## config.mk

```make
export PLATFORM = sky130hd
export DESIGN_NAME = chunked_seq_adder_flat
export DESIGN_NICKNAME = d
export VERILOG_FILES = /design/src/rtl/chunked_seq_adder_if.sv /design/src/rtl/chunked_seq_adder.sv /design/src/flat_wrapper.sv
export SDC_FILE = /design/constraint.sdc
export NUM_CORES = 1
export LEC_CHECK = 0
export ABC_CLOCK_PERIOD_IN_PS = 3000
export BUFFER_PORTS_ARGS = -buffer_cell sky130_fd_sc_hd__buf_2
export CAP_MARGIN = 20
export CELL_PAD_IN_SITES_DETAIL_PLACEMENT = 1
export CELL_PAD_IN_SITES_GLOBAL_PLACEMENT = 1
export CORE_UTILIZATION = 40
export CTS_CLUSTER_DIAMETER = 120
export CTS_CLUSTER_SIZE = 24
export DETAILED_ROUTE_END_ITERATION = 10
export GPL_TIMING_DRIVEN = 0
export PLACE_DENSITY = 0.73
export SETUP_SLACK_MARGIN = 0.3
export SYNTH_ARGS = -nofsm -noshare
export SYNTH_HDL_FRONTEND = slang
export SYNTH_SLANG_ARGS = --single-unit
```

## constraint.sdc

```tcl
create_clock -name clk -period 3 [get_ports clk]
set_clock_uncertainty 0.15 [all_clocks]
set_input_delay 0.6 -clock clk [delete_from_list [all_inputs] [get_ports clk]]
set_output_delay 0.6 -clock clk [all_outputs]
set_load 0.005 [all_outputs]
```

## src/rtl/chunked_seq_adder_if.sv

```systemverilog
// Operand/result handshake bundle for the chunked sequential adder.
interface chunked_seq_adder_if #(
   parameter int WIDTH = 16
);
   logic             in_valid;
   logic             in_ready;
   logic [WIDTH-1:0] a;
   logic [WIDTH-1:0] b;
   logic             cin;
   logic             sub;
   logic             out_valid;
   logic             out_ready;
   logic [WIDTH-1:0] sum;
   logic             cout;
   logic             ovf;

   modport master (
      output in_valid, a, b, cin, sub, out_ready,
      input  in_ready, out_valid, sum, cout, ovf
   );

   modport slave (
      input  in_valid, a, b, cin, sub, out_ready,
      output in_ready, out_valid, sum, cout, ovf
   );
endinterface

```

## src/rtl/chunked_seq_adder.sv

```systemverilog
// Multi-cycle add/subtract: CHUNK bits per clock, carry held
// in a register between cycles.
module chunked_seq_adder #(
   parameter int WIDTH = 16,
   parameter int CHUNK = 4
) (
   input logic                clk,
   input logic                rst_n,
   chunked_seq_adder_if.slave bus
);
   localparam int N  = WIDTH / CHUNK;
   localparam int IW = (N > 1) ? $clog2(N) : 1;

   if (WIDTH % CHUNK != 0) begin : g_bad_chunk
      $error("WIDTH must be a multiple of CHUNK");
   end

   typedef enum logic [1:0] {
      IDLE,
      BUSY,
      DONE
   } state_t;

   state_t state;
   state_t state_n;

   logic [N-1:0][CHUNK-1:0] a_q;
   logic [N-1:0][CHUNK-1:0] b_q;
   logic [N-1:0][CHUNK-1:0] sum_q;
   logic [IW-1:0]           idx;
   logic                    carry_q;
   logic                    cout_q;
   logic                    ovf_q;
   logic [CHUNK-1:0]        a_c;
   logic [CHUNK-1:0]        b_c;
   logic [CHUNK:0]          res;
   logic                    last;
   logic                    accept;

   assign a_c    = a_q[idx];
   assign b_c    = b_q[idx];
   assign res    = {1'b0, a_c} + {1'b0, b_c}
                 + {{CHUNK{1'b0}}, carry_q};
   assign last   = (idx == IW'(N - 1));
   assign accept = (state == IDLE) && bus.in_valid;

   assign bus.sum  = sum_q;
   assign bus.cout = cout_q;
   assign bus.ovf  = ovf_q;

   always_ff @(posedge clk or negedge rst_n) begin
      if (!rst_n) begin
         state <= IDLE;
      end else begin
         state <= state_n;
      end
   end

   always_comb begin
      state_n       = state;
      bus.in_ready  = 1'b0;
      bus.out_valid = 1'b0;
      unique case (state)
         IDLE: begin
            bus.in_ready = 1'b1;
            if (bus.in_valid) state_n = BUSY;
         end
         BUSY: begin
            if (last) state_n = DONE;
         end
         DONE: begin
            bus.out_valid = 1'b1;
            if (bus.out_ready) state_n = IDLE;
         end
         default: state_n = IDLE;
      endcase
   end

   // Subtract is a + ~b + 1; the +1 rides in on the carry register.
   always_ff @(posedge clk or negedge rst_n) begin
      if (!rst_n) begin
         a_q     <= '0;
         b_q     <= '0;
         sum_q   <= '0;
         idx     <= '0;
         carry_q <= 1'b0;
         cout_q  <= 1'b0;
         ovf_q   <= 1'b0;
      end else if (accept) begin
         a_q     <= bus.a;
         b_q     <= bus.sub ? ~bus.b : bus.b;
         carry_q <= bus.sub | bus.cin;
         idx     <= '0;
      end else if (state == BUSY) begin
         sum_q[idx] <= res[CHUNK-1:0];
         carry_q    <= res[CHUNK];
         idx        <= idx + IW'(1);
         if (last) begin
            cout_q <= res[CHUNK];
            ovf_q  <= (a_c[CHUNK-1] ~^ b_c[CHUNK-1])
                    & (res[CHUNK-1] ^ a_c[CHUNK-1]);
         end
      end
   end
endmodule

```

## src/flat_wrapper.sv

```systemverilog
// flat-port wrapper written by rule: the top's interface ports become plain ports
module chunked_seq_adder_flat 
#(
   parameter int WIDTH = 16,
   parameter int CHUNK = 4
)
  (clk, rst_n, bus_in_valid, bus_a, bus_b, bus_cin, bus_sub, bus_out_ready, bus_in_ready, bus_out_valid, bus_sum, bus_cout, bus_ovf);
  chunked_seq_adder_if #(.WIDTH(WIDTH)) bus_i ();
  input logic clk;
  input logic rst_n;
  input wire logic [$bits(bus_i.in_valid)-1:0] bus_in_valid;
  input wire logic [$bits(bus_i.a)-1:0] bus_a;
  input wire logic [$bits(bus_i.b)-1:0] bus_b;
  input wire logic [$bits(bus_i.cin)-1:0] bus_cin;
  input wire logic [$bits(bus_i.sub)-1:0] bus_sub;
  input wire logic [$bits(bus_i.out_ready)-1:0] bus_out_ready;
  output wire logic [$bits(bus_i.in_ready)-1:0] bus_in_ready;
  output wire logic [$bits(bus_i.out_valid)-1:0] bus_out_valid;
  output wire logic [$bits(bus_i.sum)-1:0] bus_sum;
  output wire logic [$bits(bus_i.cout)-1:0] bus_cout;
  output wire logic [$bits(bus_i.ovf)-1:0] bus_ovf;
  assign bus_i.in_valid = bus_in_valid;
  assign bus_i.a = bus_a;
  assign bus_i.b = bus_b;
  assign bus_i.cin = bus_cin;
  assign bus_i.sub = bus_sub;
  assign bus_i.out_ready = bus_out_ready;
  assign bus_in_ready = bus_i.in_ready;
  assign bus_out_valid = bus_i.out_valid;
  assign bus_sum = bus_i.sum;
  assign bus_cout = bus_i.cout;
  assign bus_ovf = bus_i.ovf;
  chunked_seq_adder #(.WIDTH(WIDTH), .CHUNK(CHUNK)) u_core (.clk(clk), .rst_n(rst_n), .bus(bus_i));
endmodule
```

==> impl_metrics.csv <==
group,metric,value,unit
run_status,status,"finished, final reports clean",
logic_synthesis,synth.distinct_cells,26,
power_and_ir_drop,clockPowerShare,11.7,%
worst_setup_path,crit_chain,"buf_12 > mux4_2 > fa_2 > inv_1 > fa_2 > nor2b_1 > o21a_1 > nor3_1 > o21ai_0",
power_and_ir_drop,power_density,1180,nW/µm²
layout,ff_latch_area,1380,µm²
grt,track_usage,19.4,%
worst_setup_path,crit_slowest_cell,"mux4_2",
place,dp_cells,378,
detailed_routing,drt_iter0_drc,60,
logic_synthesis,ys_ff_latch,55,
layout,antennaDiodeCount,0,
worst_setup_path,path_max_fanout,10,
hold_path,hp-class,"in2async",
layout,nFillCells,716,
worst_setup_path,reg2reg_depth,9,
place,portBuffers,56,
layout,multiInputGateArea,1120,µm²
sta,setup_viol,0,
power_and_ir_drop,p_int,2.15,mW
logic_synthesis,syn_inst,246,
clock_network,cts_tree,"built",
clock_network,max-clock-path-buffers,2,
worst_setup_path,end_kind,"flip-flop",
sta,min_period,2.56,ns
grt,grt_pass1_wl,9.44,mm
layout,instances_no_fill,386,
floorplan,die_area,6710,µm²
place,gp_congestion,0.715,
logic_synthesis,ys_seq_area_share,53.9,%
place,dp_slack,-0.0153,ns
layout,nets,358,
sta,relSlewSlack,61.0,%
worst_setup_path,cp.required,3.05,ns
detailed_routing,via_per_inst,4.85,
logic_synthesis,syn_area,2550,µm²
logic_synthesis,syn_nets,293,
clock_network,hold_buffers,0,
clock_network,clk-insertion-delay-late,0.31,ns
floorplan,start_util,42.4,%
detailed_routing,first_pass_iters,4,
grt,antenna_found_initial,0,
logic_synthesis,yosys_warnings,0,
detailed_routing,drc,0,
layout,syn_to_final_growth,20.5,%
floorplan,die_h,81.9,µm
clock_network,clockRootBuffer,"clkbuf_8",
power_and_ir_drop,finalPower,3.62,mW
floorplan,core,6030,µm²
power_and_ir_drop,p_leak,1.53,nW
power_and_ir_drop,ir_drop,0.495,mV
power_and_ir_drop,swShare,40.7,%
worst_setup_path,worstPathArrival,2.61,ns
clock_network,cts_buffers,5,
worst_setup_path,cp-start-kind,"flip-flop",
layout,mostFrequentLayoutCells,"84 x nand2_1, 61 x buf_2, 54 x dfrtp_1",
grt,grt_max_degree,32,
worst_setup_path,path_common_cell,"fa_2",
detailed_routing,via_count,1873,
worst_setup_path,worstSetupPathType,"reg2reg",
clock_network,h-tree-depth,2,
layout,final_common_cell,"nand2_1",
clock_network,clk_pin_slew,0.10,ns
clock_network,cts_sinks,55,
power_and_ir_drop,pwr-share-seq,35.7,%
sta,rsz0062_at_grt,"false",
detailed_routing,wire_per_inst,14.8,µm
grt,gr-total-overflow,0,
detailed_routing,ant_nets,0,
floorplan,pin_count,58,
floorplan,die_w,81.9,µm
power_and_ir_drop,switchingPower,1.47,mW
worst_setup_path,cpPeakStageDelay,0.53,ns
layout,drive_gt1_share,29.3,%
logic_synthesis,syn-mean-instance-area,10.4,µm²
place,dp_hpwl,4.28,mm
sta,hold_violations,0,
flow_run,maxCapViolations,0,
sta,worst_pin_slew,0.586,ns
sta,post-route-period-util,85.4,%
grt,grt_pass1_vias,1860,
sta,timing.fmax,390,MHz
power_and_ir_drop,combinationalPowerShare,52.6,%
detailed_routing,routed_wl,5.70,mm
sta,hold_ws,0.128,ns
sta,setup_slack,0.437,ns
sta,slew_viol_final,0,
floorplan,rows,28,
## final cells by class
class,instances,area share [%]
multi-input combinational,173,36.3
tap,75,3.05
sequential,55,44.7
clock buffer,6,2.68
buffer,12,2.32
timing repair buffer,58,10.0
clock inverter,1,0.163
inverter,6,0.731
## metal layers
layer	GRT usage, %	part of all wire, %	up-vias
li1	-	-	928
met1	26.0	46	894
met2	31.4	49	44
met5	0	0	-
met4	5.79	1.3	0
met3	4.00	4.1	7
## power groups by stage
| stage | logic [mW] | registers, mW | clock network, mW |
|---|---|---|---|
| 6_report | 1.91 | 1.29 | 0.425 |
| 5_1_grt | 2.16 | 1.35 | 0.463 |
| 4_1_cts | 1.90 | 1.29 | 0.433 |
| 3_5_place_dp | 1.78 | 1.30 | 0 |
| 3_3_place_gp | 1.71 | 1.29 | 0 |
| 2_1_floorplan | 1.19 | 1.27 | 0 |
## final timing paths
check / startpoint / slack, ns / to
min reg2reg: u_core.a_q[6] / 0.33 / u_core.a_q[6]
max: u_core.idx[0] / 0.44 / u_core.carry_q
min: rst_n / 0.13 / u_core.b_q[0]
min in group clk: bus_a[14] / 0.32 / u_core.a_q[14]
max in group asynchronous: rst_n / 2.00 / u_core.idx[0]
max reg2reg: u_core.idx[0] / 0.44 / u_core.carry_q
## per-stage QoR
stage	area [µm²]	utilization (%)	TNS, ns
floorplan	2550	-	0
global placement	2930	48.6	0
detailed placement	2950	48.9	-0.0268
CTS	3060	50.8	0
global route	3080	51.1	0
finish	3080	51.1	0
## cells in the mapped netlist
cell type | instances | share of area (%)
xnor2_1 | 16 | 5.5
o31ai_1 | 1 | 0.29
clkbuf_1 | 5 | 0.73
a21o_1 | 1 | 0.29
buf_4 | 1 | 0.29
inv_1 | 6 | 0.88
nor2b_1 | 1 | 0.25
o21a_1 | 1 | 0.29
o21ai_0 | 34 | 6.7
xor2_1 | 3 | 1.0
a21oi_1 | 1 | 0.20
o31ai_2 | 1 | 0.49
nand2b_1 | 2 | 0.49
and2_1 | 1 | 0.25
dfrtp_1 | 55 | 54
mux4_2 | 8 | 7.1
and2b_1 | 1 | 0.29
nand2_1 | 84 | 12
o21ai_1 | 1 | 0.20
nand3_1 | 1 | 0.20
ha_1 | 7 | 3.4
fa_1 | 2 | 1.6
mux2_2 | 4 | 1.8
nor3_1 | 1 | 0.20
buf_2 | 6 | 1.2
nor2_1 | 2 | 0.29
## state kept, by name, indices dropped and copies added (netlist names)
name,flops
u_core.a_q,16
u_core.b_q,16
u_core.bus.cout,1
u_core.bus.ovf,1
u_core.bus.sum,16
u_core.carry_q,1
u_core.idx,2
u_core.state,2
## critical path, delay by kind of cell, from the launching register on
family | cells | cell delay [ns]
mux | 1 | 0.53
compound gates | 2 | 0.29
simple gates | 2 | 0.18
buf+inv | 2 | 0.24
flops | 1 | 0.44
fa+ha+maj | 2 | 0.61
## timing repair
action / in CTS / in global routing
setup endpoints to repair: 15 / 13
pin swaps: 1 / 0
gates resized for setup: 4 / 6
buffers inserted: 1 / 0
## kinds of logic (layout without fill, tap and decap cells)
group	Yosys count	in the layout	synth area share, %
xor gates and xnor gates	19	19	6.51
muxes	12	12	8.81
DFF	55	55	53.9
and+or+nand+nor	93	93	14.3
adders and majority gates	9	9	5.00
AOI/OAI and AO/OA	40	40	8.42
buffers and inverters	18	83	3.09
Power figures use the tool's default switching activity.
